[src/rtl/instr_encoder_loader_pkg.sv]
// Shared instruction-encoding definitions: kind/opcode values, field
// positions and the word encoder. The control decoder uses the same constants.
package instr_encoder_loader_pkg;

    // Instruction kinds; the opcode is the kind zero-extended to 6 bits
    localparam logic [3:0] OP_RTYPE = 4'd0;
    localparam logic [3:0] OP_SW    = 4'd1;
    localparam logic [3:0] OP_LW    = 4'd2;
    localparam logic [3:0] OP_ADDI  = 4'd3;
    localparam logic [3:0] OP_SLTI  = 4'd4;
    localparam logic [3:0] OP_ANDI  = 4'd5;
    localparam logic [3:0] OP_ORI   = 4'd6;
    localparam logic [3:0] OP_BEQ   = 4'd7;
    localparam logic [3:0] OP_BNE   = 4'd8;
    localparam logic [3:0] OP_JMP   = 4'd9;

    // Highest legal kind; 10-15 are rejected
    localparam logic [3:0] OP_LAST  = OP_JMP;

    // Field low-bit positions inside the 32-bit word
    localparam int OP_LSB     = 26;
    localparam int RS_LSB     = 21;
    localparam int RT_LSB     = 16;
    localparam int RD_LSB     = 11;
    localparam int SHAMT_LSB  = 6;
    localparam int FUNCT_LSB  = 0;
    localparam int IMM_LSB    = 0;
    localparam int TARGET_LSB = 0;

    typedef enum logic [1:0] {
        ST_IDLE,
        ST_LOAD,
        ST_DRAIN,
        ST_DONE
    } loaderState_t;

    // Build an instruction word; fields not used by the kind are ignored
    function automatic logic [31:0] encodeInstr(
        input logic [3:0]  kind,
        input logic [4:0]  rs,
        input logic [4:0]  rt,
        input logic [4:0]  rd,
        input logic [5:0]  funct,
        input logic [15:0] imm,
        input logic [25:0] target
    );
        logic [31:0] word;
        word = '0;
        word[OP_LSB +: 6] = {2'b00, kind};
        if (kind == OP_RTYPE) begin
            word[RS_LSB +: 5]    = rs;
            word[RT_LSB +: 5]    = rt;
            word[RD_LSB +: 5]    = rd;
            word[SHAMT_LSB +: 5] = 5'd0;
            word[FUNCT_LSB +: 6] = funct;
        end else if (kind == OP_JMP) begin
            word[TARGET_LSB +: 26] = target;
        end else begin
            word[RS_LSB +: 5]   = rs;
            word[RT_LSB +: 5]   = rt;
            word[IMM_LSB +: 16] = imm;
        end
        return word;
    endfunction

endpackage

[src/rtl/instr_encoder_loader_sync_fifo.sv]
// Small synchronous FIFO holding encoded words between the request side and
// the memory write side. Head is visible combinationally; a push while full
// or a pop while empty is ignored.
module sync_fifo #(
    parameter int WIDTH = 32,
    parameter int DEPTH = 4
) (
    input  logic             clk,
    input  logic             rst_n,
    input  logic             push,
    input  logic             pop,
    input  logic [WIDTH-1:0] wdata,
    output logic [WIDTH-1:0] rdata,
    output logic             full,
    output logic             empty
);

    localparam int PTR_W = $clog2(DEPTH);
    localparam logic [PTR_W:0] PTR_ONE = 1;

    // Pointers carry one extra wrap bit to tell full from empty
    logic [PTR_W:0]   wrPtrReg;
    logic [PTR_W:0]   rdPtrReg;
    logic [WIDTH-1:0] mem [DEPTH];

    logic doPush;
    logic doPop;

    assign full   = (wrPtrReg[PTR_W] != rdPtrReg[PTR_W]) &&
                    (wrPtrReg[PTR_W-1:0] == rdPtrReg[PTR_W-1:0]);
    assign empty  = (wrPtrReg == rdPtrReg);
    assign doPush = push && !full;
    assign doPop  = pop && !empty;
    assign rdata  = mem[rdPtrReg[PTR_W-1:0]];

    // Storage array: written on push, no reset needed
    always_ff @(posedge clk) begin
        if (doPush) begin
            mem[wrPtrReg[PTR_W-1:0]] <= wdata;
        end
    end

    // Pointer update; reset empties the FIFO and discards contents
    always_ff @(posedge clk or negedge rst_n) begin
        if (!rst_n) begin
            wrPtrReg <= '0;
            rdPtrReg <= '0;
        end else begin
            if (doPush) begin
                wrPtrReg <= wrPtrReg + PTR_ONE;
            end
            if (doPop) begin
                rdPtrReg <= rdPtrReg + PTR_ONE;
            end
        end
    end

endmodule

[src/rtl/instr_encoder_loader.sv]
// Instruction encoder/loader: encodes field-level requests into 32-bit words,
// buffers them and writes them to instruction memory at sequential addresses,
// framed by a start/done load sequence.
module instr_encoder_loader
    import instr_encoder_loader_pkg::*;
#(
    parameter int ADDR_W     = 8,
    parameter int FIFO_DEPTH = 4
) (
    input  logic              clk,
    input  logic              rst_n,
    input  logic              start,
    input  logic [ADDR_W-1:0] base_addr,
    input  logic              in_valid,
    output logic              in_ready,
    input  logic [3:0]        in_kind,
    input  logic [4:0]        in_rs,
    input  logic [4:0]        in_rt,
    input  logic [4:0]        in_rd,
    input  logic [5:0]        in_funct,
    input  logic [15:0]       in_imm,
    input  logic [25:0]       in_target,
    input  logic              in_last,
    input  logic              imem_stall,
    output logic              imem_we,
    output logic [ADDR_W-1:0] imem_addr,
    output logic [31:0]       imem_wdata,
    output logic              busy,
    output logic              done,
    output logic              err,
    output logic [ADDR_W:0]   word_count
);

    localparam logic [ADDR_W-1:0] ADDR_ONE  = 1;
    localparam logic [ADDR_W:0]   COUNT_ONE = 1;

    loaderState_t      stateReg;
    logic [ADDR_W-1:0] wrAddrReg;
    logic [ADDR_W:0]   wordCountReg;
    logic              errReg;

    logic        fifoFull;
    logic        fifoEmpty;
    logic [31:0] fifoHead;
    logic [31:0] encodedWord;
    logic        accept;
    logic        kindLegal;
    logic        fifoPush;
    logic        fifoPop;
    logic        writeActive;

    // Request side: only LOAD accepts, and never while the buffer is full
    // (even if a pop happens in the same cycle)
    assign in_ready    = (stateReg == ST_LOAD) && !fifoFull;
    assign accept      = in_valid && in_ready;
    assign kindLegal   = (in_kind <= OP_LAST);
    assign fifoPush    = accept && kindLegal;
    assign encodedWord = encodeInstr(in_kind, in_rs, in_rt, in_rd,
                                     in_funct, in_imm, in_target);

    // Write side: drains in LOAD and DRAIN whenever memory is not stalled
    assign writeActive = (stateReg == ST_LOAD) || (stateReg == ST_DRAIN);
    assign fifoPop     = writeActive && !fifoEmpty && !imem_stall;

    assign imem_we    = fifoPop;
    assign imem_addr  = wrAddrReg;
    assign imem_wdata = fifoEmpty ? 32'd0 : fifoHead;
    assign busy       = writeActive;
    assign done       = (stateReg == ST_DONE);
    assign err        = errReg;
    assign word_count = wordCountReg;

    sync_fifo #(
        .WIDTH (32),
        .DEPTH (FIFO_DEPTH)
    ) u_fifo (
        .clk   (clk),
        .rst_n (rst_n),
        .push  (fifoPush),
        .pop   (fifoPop),
        .wdata (encodedWord),
        .rdata (fifoHead),
        .full  (fifoFull),
        .empty (fifoEmpty)
    );

    // Load sequencer plus write address / word counter / sticky error
    always_ff @(posedge clk or negedge rst_n) begin
        if (!rst_n) begin
            stateReg     <= ST_IDLE;
            wrAddrReg    <= '0;
            wordCountReg <= '0;
            errReg       <= 1'b0;
        end else begin
            case (stateReg)
                ST_IDLE: begin
                    if (start) begin
                        wrAddrReg    <= base_addr;
                        wordCountReg <= '0;
                        errReg       <= 1'b0;
                        stateReg     <= ST_LOAD;
                    end
                end
                ST_LOAD: begin
                    if (accept && !kindLegal) begin
                        errReg <= 1'b1;
                    end
                    if (accept && in_last) begin
                        stateReg <= ST_DRAIN;
                    end
                end
                ST_DRAIN: begin
                    if (fifoEmpty) begin
                        stateReg <= ST_DONE;
                    end
                end
                ST_DONE: begin
                    stateReg <= ST_IDLE;
                end
                default: begin
                    stateReg <= ST_IDLE;
                end
            endcase

            // Each memory write advances the address (wrapping) and the count
            if (fifoPop) begin
                wrAddrReg    <= wrAddrReg + ADDR_ONE;
                wordCountReg <= wordCountReg + COUNT_ONE;
            end
        end
    end

endmodule

[config.mk]
export PLATFORM = sky130hd
export DESIGN_NAME = instr_encoder_loader
export DESIGN_NICKNAME = d
export VERILOG_FILES = /design/src/rtl/instr_encoder_loader_pkg.sv /design/src/rtl/instr_encoder_loader_sync_fifo.sv /design/src/rtl/instr_encoder_loader.sv
export SDC_FILE = /design/constraint.sdc
export NUM_CORES = 1
export LEC_CHECK = 0
export BUFFER_PORTS_ARGS = -buffer_cell sky130_fd_sc_hd__buf_4
export CAP_MARGIN = 20
export CORE_ASPECT_RATIO = 0.8
export CORE_MARGIN = 1.5
export CORE_UTILIZATION = 58
export CTS_CLUSTER_DIAMETER = 120
export DETAILED_ROUTE_END_ITERATION = 10
export HOLD_SLACK_MARGIN = 0.03
export PLACE_DENSITY = 0.88
export SLEW_MARGIN = 20
export SYNTH_ARGS = -nofsm -noshare
export SYNTH_HDL_FRONTEND = slang
export SYNTH_SLANG_ARGS = --single-unit
[constraint.sdc]
create_clock -name clk -period 5.9 [get_ports clk]
set_clock_uncertainty 0.1 [all_clocks]
set_input_delay 0.59 -clock clk [delete_from_list [all_inputs] [get_ports clk]]
set_output_delay 0.59 -clock clk [all_outputs]
set_load 0.03 [all_outputs]
Word level (Yosys, flattened, before mapping). Memories as Yosys holds them, arrays and structs flattened. Index checks and enable logic that the tools add are counted. Widths: inputs -> output; s select.

Input port bits: 81. Memory bits (writable): 120. Output and inout port bits: 54. Register bits after elaboration: 26. Memories kept: 1.

Memories: u_fifo.mem (depth 4, width 30, read ports 1, clocked after Yosys merged registers in 0, write ports 1, line instr_encoder_loader_sync_fifo.sv:24) `logic [WIDTH-1:0] mem [DEPTH];`.

Muxes and demuxes: 18. Add/sub/neg operators: 4. $lt $le $gt $ge: 1. Eq/ne operators: 11. Reductions and logical operators: 23.

Operator list (number): $mux 26 (2); $mux 32 (1); $mux 9 (3); $mux 8 (3); $logic_and 1x1->1 (10); $add 9x1->9 const B (1); $add 8x1->8 const B (1); $pmux 2 s4 (1); $add 3x1->3 const B (2); $mux 2 (3); $reduce_and 3->1 (2); $reduce_bool 2->1 (3); $eq 2x2->1 const B (2); $eq 4x4->1 const B (1); $le 4x4->1 const B (1); $logic_not 1->1 (4); $logic_not 4->1 (1); $mux 1 (4); $ne 2x1->1 const B (2); $ne 2x2->1 const B (2); $eq 3x3->1 (1); $eq 2x1->1 const B (1); $eq 2x2->1 (1); $logic_not 2->1 (1); 4 further kinds (4).

Depth between registers and ports, before layout. Gate-level depths: netlist of the first run.

Word-level depth: 9. Gate-level depth with buffers: 8. Depth with buffers taken out: 7.

Modules after synthesis. Synthesis of the first run repeated with hierarchy kept, for this count alone.

Cell total of the unflattened synthesis: 435. Area total of the unflattened synthesis: 6874.1 µm².

Modules (own cells, without submodules): sync_fifo (instances 1, sequential area each 3993.8 µm², cells an instance 216, area an instance 5077.4 µm²); instr_encoder_loader (instances 1, sequential area each 500.5 µm², cells an instance 219, area an instance 1796.7 µm²).

Worst setup path before layout of the first run. OpenSTA, ideal clock, no wires.

Kind: reg-to-reg. Start point: register u_fifo.rdPtrReg[1]. End point: memory u_fifo.mem[0][0] (netlist name) (enable). Period minus slack after synthesis: 2439 ps. Stages on the path, launching flop included: 6. Setup slack: 3461 ps. Data arrival time: 1949 ps. Path through: dfrtp_1 > buf_2 > xor2_2 > o31a_1 > and3_1 > and2_1.

Longest elaborated chain between the ends: 9.

RTL lines: from (decl) (line instr_encoder_loader_sync_fifo.sv:23) `logic [PTR_W:0] rdPtrReg;`; from (signal assigned) (line instr_encoder_loader_sync_fifo.sv:53) `rdPtrReg <= rdPtrReg + PTR_ONE;`; $eq 2x2->1 (*) (line instr_encoder_loader_sync_fifo.sv:30) `(wrPtrReg[PTR_W-1:0] == rdPtrReg[PTR_W-1:0]);`; $logic_and 1x1->1 (*) (line instr_encoder_loader_sync_fifo.sv:29) `assign full = (wrPtrReg[PTR_W] != rdPtrReg[PTR_W]) &&`; $logic_not 1->1 (*) (line instr_encoder_loader_sync_fifo.sv:32, instr_encoder_loader.sv:54); $logic_and 1x1->1 (line instr_encoder_loader.sv:54) `assign in_ready = (stateReg == ST_LOAD) && !fifoFull;`; $logic_and 1x1->1 (line instr_encoder_loader.sv:55) `assign accept = in_valid && in_ready;`; $logic_and 1x1->1 (line instr_encoder_loader.sv:57) `assign fifoPush = accept && kindLegal;`; $logic_and 1x1->1 (*) (line instr_encoder_loader_sync_fifo.sv:32) `assign doPush = push && !full;`; $mux 1 (*) (line instr_encoder_loader_sync_fifo.sv:38) `if (doPush) begin`; $mux 1 (not written as such) (*) (line instr_encoder_loader_sync_fifo.sv:39) `mem[wrPtrReg[PTR_W-1:0]] <= wdata;`; to (decl) (line instr_encoder_loader_sync_fifo.sv:24).

Mark *: on every way between the ends. The rest lies on a longest branch, timed or not.

Final worst setup path of the first run.
Start point: register u_fifo.rdPtrReg[1]. End point: output imem_wdata[11].

Longest elaborated chain between the ends: 2.

RTL lines: $mem_v2 4x30 or $eq 3x3->1 (tied branches); $mux 32 (*) (line instr_encoder_loader.sv:67) `assign imem_wdata = fifoEmpty ? 32'd0 : fifoHead;`; to (decl) (line instr_encoder_loader.sv:27) `output logic [31:0] imem_wdata,`.

Marks and branches as above.

==> run_results.csv, run 1 <==
group,metric,value,unit
synth,synth.top_cells.by_count,"120 x edfxtp_1, 32 x nand2_1, 32 x nor2b_1, 30 x mux4_2, 26 x dfrtp_1",
detailed_routing,drt-pass1-iter-count,5,
global_routing,antenna_found_initial,0,
clocking,h-tree-depth,4,
finish,fin_nets,641,
finish,drive_gt1_share,40.4,%
global_routing,first_global_vias,4151,
floorplan,initial_core_util,59.9,%
detailed_routing,wirelength,14.6,mm
synth,synth_top_area_share,55.1,%
clocking,worstSkewPairLatency,410,ps
clocking,cts_root_buffer,"clkbuf_16",
finish,final_area,0.00824,sq mm
finish,multiInputGateArea,0.00218,sq mm
synth,synthArstFlopShare,17.8,%
critical_path,max_stage_delay,930,ps
power,p_leak,3.11,nW
synth,synth_top_area_cell,"edfxtp_1",
sta,post-route-period-util,63.1,%
global_routing,grt_usage,25.8,%
floorplan,die_h,98.0,um
synth,synthTopCellsByArea,"edfxtp_1 55%, mux4_2 10%, dfrtp_1 9.9%",
synth,syn_inst,414,
power,finalPower,0.00430,W
place,dp_hpwl,9.11,mm
critical_path,crit_top_cell,"buf_4",
min_path,hold_path_class,"input port to flop",
synth,yosys.cell_count.top_type,"edfxtp_1",
critical_path,end_kind,"output port",
clocking,cts.sinks,146,
sta,setup-tns-final,0,ps
critical_path,crit_buf_inv,2,
sta,hold_viol,0,
synth,synth_edf_count,120,
global_routing,grt_max_degree,34,
sta,fin_ws,2180,ps
critical_path,slowest_stage,"dfrtp_2",
clocking,clk_path_buf_depth,2,
floorplan,core_area,0.0109,sq mm
detailed_routing,postRouteAntennaNets,0,
clocking,cts_resized,0,
place,post-place-ws,2340,ps
critical_path,cp_max_fo,33,
clocking,cts_tree,"done",
finish,num_antenna_cells,0,
synth,syn-cell-area,0.00655,sq mm
synth,ys_seq_elements,146,
power,vdd_ir_drop_max,260,uV
floorplan,row_count,34,
global_routing,grt_pass1_wl,22.4,mm
floorplan,die_x,122,um
clocking,cts_buffers,17,
synth,syn-mean-instance-area,15.8,sq um
synth,synth_ff_type,"edfxtp_1",
finish,regArea,0.00426,sq mm
critical_path,cp_top_family,"flip-flops",
detailed_routing,vias_per_cell,5.87,
critical_path,crit_type,"flop to output port",
floorplan,io_pins,135,
outcome,status,"finished, final reports clean",
sta,final_max_slew_viol_count,0,
sta,layout_min_cycle_time,3720,ps
place,io_buffers,132,
sta,slew_headroom,42.0,%
detailed_routing,post_drt_wl_per_cell,20.7,um
global_routing,grt_overflow,0,
sta,max_freq,269,MHz
detailed_routing,route.detailed.drc,0,
critical_path,start_kind,"flop",
finish,fill_cells,625,
critical_path,crit_chain,"xor2_2 > nor3_2 > buf_4 > nor2b_1 > buf_4",
clocking,cts.clk_slew.worst_paths,60,ps
sta,setup_viol,0,
critical_path,crit_arrival,3030,ps
synth,ys_seq_area_share,65.0,%
synth,yosysWarnings,0,
detailed_routing,vias,4135,
flow_run,maxCapViolCount,0,
critical_path,cp.required,5210,ps
sta,rsz0062_at_grt,"false",
synth,synth_cell_type_count,41,
place,placed_cell_area,0.00765,sq mm
clocking,cts_setup_buffers,0,
finish,layout-area-overhead-vs-synth,25.9,%
sta,worstMarginPinSlew,870,ps
place,place_congestion,0.800,
detailed_routing,drt_iter0_markers,353,
floorplan,die-area,0.0119,sq mm
power,power.density,522,mW/mm^2
metal layers:
metal	vias up	track usage (%)	routed length, um
li1	1854	-	-
met1	2030	33.6	5750
met2	228	42.6	7590
met3	23	6.95	1030
met4	0	7.96	203
met5	-	0	0
path summary, 6_finish.rpt:
check,slack [ps],cells past startpoint,from,endpoint
max in group asynchronous,4860,2,rst_n,u_fifo.rdPtrReg[0]$_DFFE_PN0P_
hold reg to reg,450,1,u_fifo.wrPtrReg[2]$_DFFE_PN0N_,u_fifo.wrPtrReg[2]$_DFFE_PN0N_
hold / removal,320,1,in_kind[0],u_fifo.mem[0][26]$_DFFE_PP_
setup reg to reg,2850,5,u_fifo.rdPtrReg[1]$_DFFE_PN0P_,imem_addr[7]$_DFFE_PN0P_
setup / recovery,2180,5,u_fifo.rdPtrReg[1]$_DFFE_PN0P_,imem_wdata[11]
min in group asynchronous,540,2,rst_n,word_count[3]$_DFFE_PN0P_
report_power, final:
group	internal, W	leakage, nW	switching [W]
combinational	0.000760	1.43	0.00105
clock	0.000618	0.277	0.000406
sequential	0.00125	1.40	0.000213
registers in the layout (all words and copies together) (netlist names):
register	cells
u_fifo.mem	120
word_count	9
imem_addr	8
u_fifo.rdPtrReg	3
u_fifo.wrPtrReg	3
stateReg	2
err	1
logic make-up after synthesis:
logic type | after synthesis | share of synthesized area [%]
AOI/OAI and AO/OA | 45 | 4.72
and+or+nand+nor | 110 | 8.81
DFF | 146 | 65.0
adders and majority gates | 11 | 2.10
buffers and inverters | 28 | 2.08
muxes | 64 | 15.8
xor gates and xnor gates | 9 | 1.43
other | 1 | 0.0573
cells in the final DEF (no fill, tap or decap), types with 4 or more instances in the layout:
cell | Yosys | layout
clkinv_4 | 0 | 4
nand2_1 | 32 | 32
ha_1 | 11 | 11
a21oi_1 | 6 | 6
a31oi_1 | 5 | 5
mux2_2 | 14 | 14
mux2i_1 | 20 | 20
xnor2_1 | 5 | 5
dfrtp_1 | 26 | 24
clkbuf_16 | 0 | 17
mux4_2 | 30 | 30
o21ai_0 | 19 | 19
o221a_2 | 4 | 4
and3_1 | 7 | 7
nor2_1 | 13 | 13
inv_1 | 6 | 6
nand3_1 | 10 | 10
nor2b_1 | 32 | 32
buf_4 | 4 | 134
edfxtp_1 | 120 | 120
layout make-up:
class / instances / share of cell area, %
Clock buffer: 17 / 5.16
Clock inverter: 13 / 1.69
Inverter: 7 / 0.319
Multi-Input combinational cell: 241 / 26.5
Sequential cell: 146 / 51.7
Tap cell: 144 / 2.19
Timing Repair Buffer: 136 / 12.5
per-stage QoR:
| step | hold WS, ps | std cells | util (%) |
|---|---|---|---|
| floorplan | 194 | 415 | - |
| global placement | 415 | 672 | 70.0 |
| detailed placement | 419 | 672 | 70.0 |
| CTS | 308 | 703 | 75.2 |
| global route | 322 | 704 | 75.4 |
| finish | 324 | 704 | 75.4 |
timing repair:
| action | CTS | global route |
|---|---|---|
| setup endpoints to repair | 0 | 0 |
| hold buffers | 1 | 0 |
| endpoints found under the hold margin | 26 | 0 |
(Power assumes the default switching activity.)
==> inputs of run 2 (changes only) <==
--- a/config.mk
+++ b/config.mk
@@ -9,11 +9,11 @@
 export CAP_MARGIN = 20
 export CORE_ASPECT_RATIO = 0.8
 export CORE_MARGIN = 1.5
-export CORE_UTILIZATION = 58
+export CORE_UTILIZATION = 55
 export CTS_CLUSTER_DIAMETER = 120
 export DETAILED_ROUTE_END_ITERATION = 10
 export HOLD_SLACK_MARGIN = 0.03
-export PLACE_DENSITY = 0.88
+export PLACE_DENSITY = 0.84
 export SLEW_MARGIN = 20
 export SYNTH_ARGS = -nofsm -noshare
 export SYNTH_HDL_FRONTEND = slang
==> constraint.sdc (replaced) <==
create_clock -name clk -period 3.5 [get_ports clk]
set_clock_uncertainty 0.1 [all_clocks]
set_input_delay 0.35 -clock clk [delete_from_list [all_inputs] [get_ports clk]]
set_output_delay 0.35 -clock clk [all_outputs]
set_load 0.03 [all_outputs]
==> run 2 against run 1 <==
  * Via count shrank 0.56%
  * Flip-flop and latch count unchanged
  * Critical path depth increased by 2
  * Total power increased by 69%
  * Global-route usage decreased by 1.8 points
  * Critical path type unchanged
  * Highest routed layer unchanged
==> run_results.csv, run 2 (synthesis gave the netlist of run 1 again) <==
group,metric,value,unit
outcome,status,"finished, final reports clean",
sta,worstMarginPinSlew,882,ps
floorplan,io_pins,135,
finish,num_antenna_cells,0,
power,vdd_ir_drop_max,423,uV
floorplan,initial_core_util,56.6,%
min_path,hold_path_class,"input port to flop",
global_routing,first_global_vias,4205,
place,place_congestion,0.802,
place,dp_hpwl,9.19,mm
critical_path,slowest_stage,"dfrtp_1",
clocking,cts_root_buffer,"clkbuf_16",
detailed_routing,vias,4112,
global_routing,grt_max_degree,33,
floorplan,row_count,35,
flow_run,maxCapViolCount,0,
detailed_routing,postRouteAntennaNets,0,
finish,stdcell_count,713,
sta,slew_headroom,41.2,%
sta,layout_min_cycle_time,2900,ps
critical_path,rr_worst_depth,4,
global_routing,grt_overflow,0,
sta,fin_ws,599,ps
detailed_routing,drt_iter0_markers,305,
finish,drive_gt1_share,40.9,%
sta,post-route-period-util,82.9,%
power,power.density,877,mW/mm^2
floorplan,die_x,125,um
floorplan,core_area,0.0116,sq mm
finish,fin_nets,645,
clocking,postCtsHoldBufs,1,
finish,layout-area-overhead-vs-synth,26.2,%
clocking,cts_buffers,17,
sta,setup_viol,0,
min_path,holdPathStages,3,
min_path,hp-start,"base_addr[1]",
place,post-place-ws,988,ps
detailed_routing,wirelength,14.4,mm
critical_path,r2r_slack,940,ps
critical_path,rr_startpoint,"u_fifo.wrPtrReg[1]$_DFFE_PN0N_",
finish,mostFrequentLayoutCells,"139 x buf_4, 120 x edfxtp_1, 32 x nor2b_1, 32 x nand2_1, 30 x mux4_2",
global_routing,grt_usage,23.9,%
clocking,h-tree-depth,4,
finish,utilization,71.5,%
critical_path,start_kind,"flop",
sta,hold_viol,0,
clocking,worstSkewPairLatency,420,ps
critical_path,cp_max_fo,24,
floorplan,die_h,101,um
min_path,worstHoldEndpoint,"imem_addr[1]$_DFFE_PN0P_",
critical_path,crit_top_cell,"buf_4",
finish,final_common_cell,"buf_4",
floorplan,die-area,0.0126,sq mm
critical_path,cp.required,3050,ps
global_routing,antenna_found_initial,0,
sta,final_max_slew_viol_count,0,
critical_path,rr_endpoint,"u_fifo.mem[0][2]$_DFFE_PP_",
clocking,cts_setup_buffers,0,
clocking,clk_path_buf_depth,2,
critical_path,max_stage_delay,380,ps
clocking,cts.clk_slew.worst_paths,60,ps
detailed_routing,vias_per_cell,5.77,
critical_path,crit_chain,"inv_1 > ha_1 > nor2b_1 > o31ai_4 > buf_4 > inv_2 > buf_4",
detailed_routing,route.detailed.drc,0,
finish,largest_reg_flops,120,
clocking,cts.sinks,146,
clocking,cts_tree,"done",
clocking,cts_resized,0,
place,dpl.cell_count,681,
sta,max_freq,345,MHz
power,finalPower,0.00724,W
critical_path,crit_type,"flop to output port",
sta,setup-tns-final,0,ps
critical_path,crit_arrival,2450,ps
critical_path,end_kind,"output port",
place,io_buffers,132,
power,p_leak,3.11,nW
detailed_routing,post_drt_wl_per_cell,20.2,um
detailed_routing,drt-pass1-iter-count,5,
global_routing,grt_pass1_wl,22.4,mm
sta,rsz0062_at_grt,"false",
-- run 2: cell count changes in the layout (fill, tap and decap cells not counted), moves of 2 or more --
cell | before | now
buf_4 | 134 | 139
inv_6 | 2 | 5
clkinv_2 | 3 | 1
clkinvlp_4 | 1 | 3
-- run 2: worst max-delay path: cells and delay by family (launching register included) --
family | cells | cell delay (ps)
AND/OR/NAND/NOR | 1 | 290
buffers and inverters | 4 | 880
adder cells (fa/ha/maj) | 1 | 350
AO/OA/AOI/OAI | 1 | 110
flip-flops | 1 | 380
-- run 2: metal layers --
layer	share of wire [%]	global-route usage, %	vias to the layer above
li1	-	-	1866
met1	41	30.3	2074
met2	52	40.4	149
met3	5.4	5.94	23
met4	2.0	9.53	0
met5	0	0	-
-- run 2: worst max-delay path by stage --
stage / startpoint / end / slack (ps) / cells after the start
after floorplan: u_fifo.rdPtrReg[1]$_DFFE_PN0P_ / u_fifo.mem[0][0]$_DFFE_PP_ / 1060 / 5
after global routing: stateReg[1]$_DFFE_PN0P_ / imem_we / 460 / 7
after detailed placement: u_fifo.wrPtrReg[1]$_DFFE_PN0N_ / u_fifo.mem[0][1]$_DFFE_PP_ / 990 / 4
final: stateReg[0]$_DFFE_PN0P_ / imem_we / 600 / 7
after CTS: stateReg[0]$_DFFE_PN0P_ / imem_we / 600 / 7
after global placement: u_fifo.wrPtrReg[1]$_DFFE_PN0N_ / imem_wdata[29] / 1120 / 5
-- run 2: layout make-up --
type	instances	area (sq um)
well taps	148	185
multi-input cells	241	2180
repair buffers	140	1050
clock buffers	17	425
clock inverters	14	131
flip-flops and latches	146	4260
fillers	756	3300
inverters	7	26.3
-- run 2: metrics by stage --
stage	hold WS, ps	area, sq um
3_5_place_dp	183	7690
6_report	87.7	8260
3_3_place_gp	176	7690
4_1_cts	74.9	8260
5_1_grt	80.3	8260
2_1_floorplan	-45.6	6550
-- run 2: where the power goes --
group          total, W  internal, W  switching [W]
combinational   0.00327      0.00131        0.00196
sequential      0.00227      0.00210       0.000167
clock           0.00171     0.000982       0.000724
total           0.00724      0.00440        0.00285
==> inputs of run 3 (changes only) <==
==> constraint.sdc (replaced) <==
create_clock -name clk -period 2.8 [get_ports clk]
set_clock_uncertainty 0.1 [all_clocks]
set_input_delay 0.28 -clock clk [delete_from_list [all_inputs] [get_ports clk]]
set_output_delay 0.28 -clock clk [all_outputs]
set_load 0.03 [all_outputs]
==> run 3 against run 2 <==
  * Wire length decreased by 0.85%
  * Largest cell class unchanged
  * Via count up 1.7%
  * Hold slack lost 39 ps
  * Setup slack got worse by 370 ps
==> run_results.csv, run 3 (synthesis gave the netlist of run 1 again) <==
group,metric,value,unit
place,io_buffers,132,
clocking,cts_root_buffer,"clkbuf_16",
finish,num_antenna_cells,0,
finish,regArea,0.00426,sq mm
finish,drive_gt1_share,40.8,%
power,finalPower,0.00917,W
detailed_routing,drt-pass1-iter-count,7,
detailed_routing,postRouteAntennaNets,0,
sta,worst_hold_slack,48.6,ps
finish,fin_nets,657,
sta,final_max_slew_viol_count,0,
critical_path,crit_type,"flop to output port",
clocking,cts_buffers,17,
sta,setup_viol,0,
clocking,h-tree-depth,4,
clocking,cts_tree,"done",
floorplan,io_pins,135,
critical_path,start_kind,"flop",
sta,layout_min_cycle_time,2570,ps
critical_path,cp.required,2420,ps
global_routing,antenna_found_initial,0,
sta,post-route-period-util,91.8,%
global_routing,grt_max_degree,33,
power,power.density,1090,mW/mm^2
detailed_routing,wirelength,14.3,mm
clocking,cts.clk_slew.worst_paths,60,ps
power,clkPwrFrac,24.2,%
power,p_comb_share,44.8,%
power,internal_power,0.00560,W
floorplan,core_area,0.0116,sq mm
sta,slew_headroom,63.7,%
flow_run,maxCapViolCount,0,
global_routing,grt_overflow,0,
sta,max_freq,389,MHz
finish,utilization,73.1,%
detailed_routing,drt_iter0_markers,393,
sta,hold_viol,0,
detailed_routing,vias_per_cell,5.76,
floorplan,die-area,0.0126,sq mm
finish,layout-area-overhead-vs-synth,29.0,%
sta,setup-tns-final,0,ps
global_routing,grt_pass1_wl,22.1,mm
detailed_routing,vias,4180,
power,vdd_ir_drop_max,679,uV
power,p_leak,3.18,nW
power,netSwitchingPower,0.00357,W
power,switching_share,39.0,%
place,place_congestion,0.807,
min_path,hold_path_class,"input port to flop",
critical_path,end_kind,"output port",
power,pwr-share-seq,31.0,%
critical_path,crit_arrival,2190,ps
floorplan,die_x,125,um
sta,worstMarginPinSlew,538,ps
outcome,status,"finished, final reports clean",
critical_path,cp_max_fo,20,
finish,largest_reg_flops,120,
floorplan,row_count,35,
detailed_routing,route.detailed.drc,0,
finish,multiInputGateArea,0.00218,sq mm
clocking,worstSkewPairLatency,420,ps
clocking,clk_path_buf_depth,2,
floorplan,initial_core_util,56.6,%
global_routing,first_global_vias,4168,
clocking,cts.sinks,146,
detailed_routing,post_drt_wl_per_cell,19.7,um
finish,fill_cells,697,
finish,mostFrequentLayoutCells,"140 x buf_4, 120 x edfxtp_1, 32 x nor2b_1, 32 x nand2_1, 30 x mux4_2",
global_routing,grt_usage,23.7,%
sta,rsz0062_at_grt,"false",
floorplan,die_h,101,um
place,dp_hpwl,9.10,mm
finish,final_common_cell,"buf_4",
## run 3: worst paths after layout
path | start | slack [ps] | depth (start not counted) | endpoint
min in group asynchronous | rst_n | 200 | 2 | word_count[7]$_DFFE_PN0P_
worst min register to register | u_fifo.wrPtrReg[2]$_DFFE_PN0N_ | 450 | 1 | u_fifo.wrPtrReg[2]$_DFFE_PN0N_
worst max register to register | u_fifo.wrPtrReg[1]$_DFFE_PN0N_ | 620 | 5 | u_fifo.mem[0][2]$_DFFE_PP_
worst min-delay path | base_addr[0] | 50 | 3 | imem_addr[0]$_DFFE_PN0P_
worst max-delay path | u_fifo.rdPtrReg[0]$_DFFE_PN0P_ | 230 | 4 | imem_wdata[5]
max in group asynchronous | rst_n | 2110 | 2 | u_fifo.rdPtrReg[0]$_DFFE_PN0P_
## run 3: power groups by stage
stage               clock network [W]  registers, W  logic (W)
finish                        0.00222       0.00284    0.00411
detailed placement                  0       0.00287    0.00409
CTS                           0.00224       0.00284    0.00413
global route                  0.00232       0.00288    0.00438
floorplan                           0       0.00297    0.00264
global placement                    0       0.00285    0.00399
## run 3: worst max-delay path, stage by stage, from the launching register on
cell,delay (ps)
dfrtp_2,440
buf_4,400
mux4_2,560
nor2b_1,160
buf_4,190
## run 3: metal layers
metal	up-vias	track usage, %	wire length, um
met2	196	40.7	7250
met1	2052	29.8	5850
met4	0	9.70	337
li1	1896	-	-
met5	-	0	0
met3	36	4.99	834
## run 3: area by class of cell
cell class                 count  area share (%)
multi-input combinational    241            25.9
sequential                   146            50.4
clock buffer                  17            5.04
tap                          148            2.19
clock inverter                15            1.87
timing repair buffer         152            14.3
inverter                       7           0.311
## run 3: timing repair
item | 4_1_cts | 5_1_grt
buffers inserted | 0 | 0
hold buffers | 8 | 0
hold endpoints to repair | 45 | 0
setup endpoints to repair | 0 | 0
resized for setup | 0 | 0
## run 3: through the flow
stage | cells | worst slack [ps] | cell area [sq um]
after global routing | 726 | 52.3 | 8450
after detailed placement | 686 | 654 | 7780
after global placement | 686 | 696 | 7780
final | 726 | 228 | 8450
after CTS | 726 | 193 | 8450
after floorplan | 415 | 361 | 6550
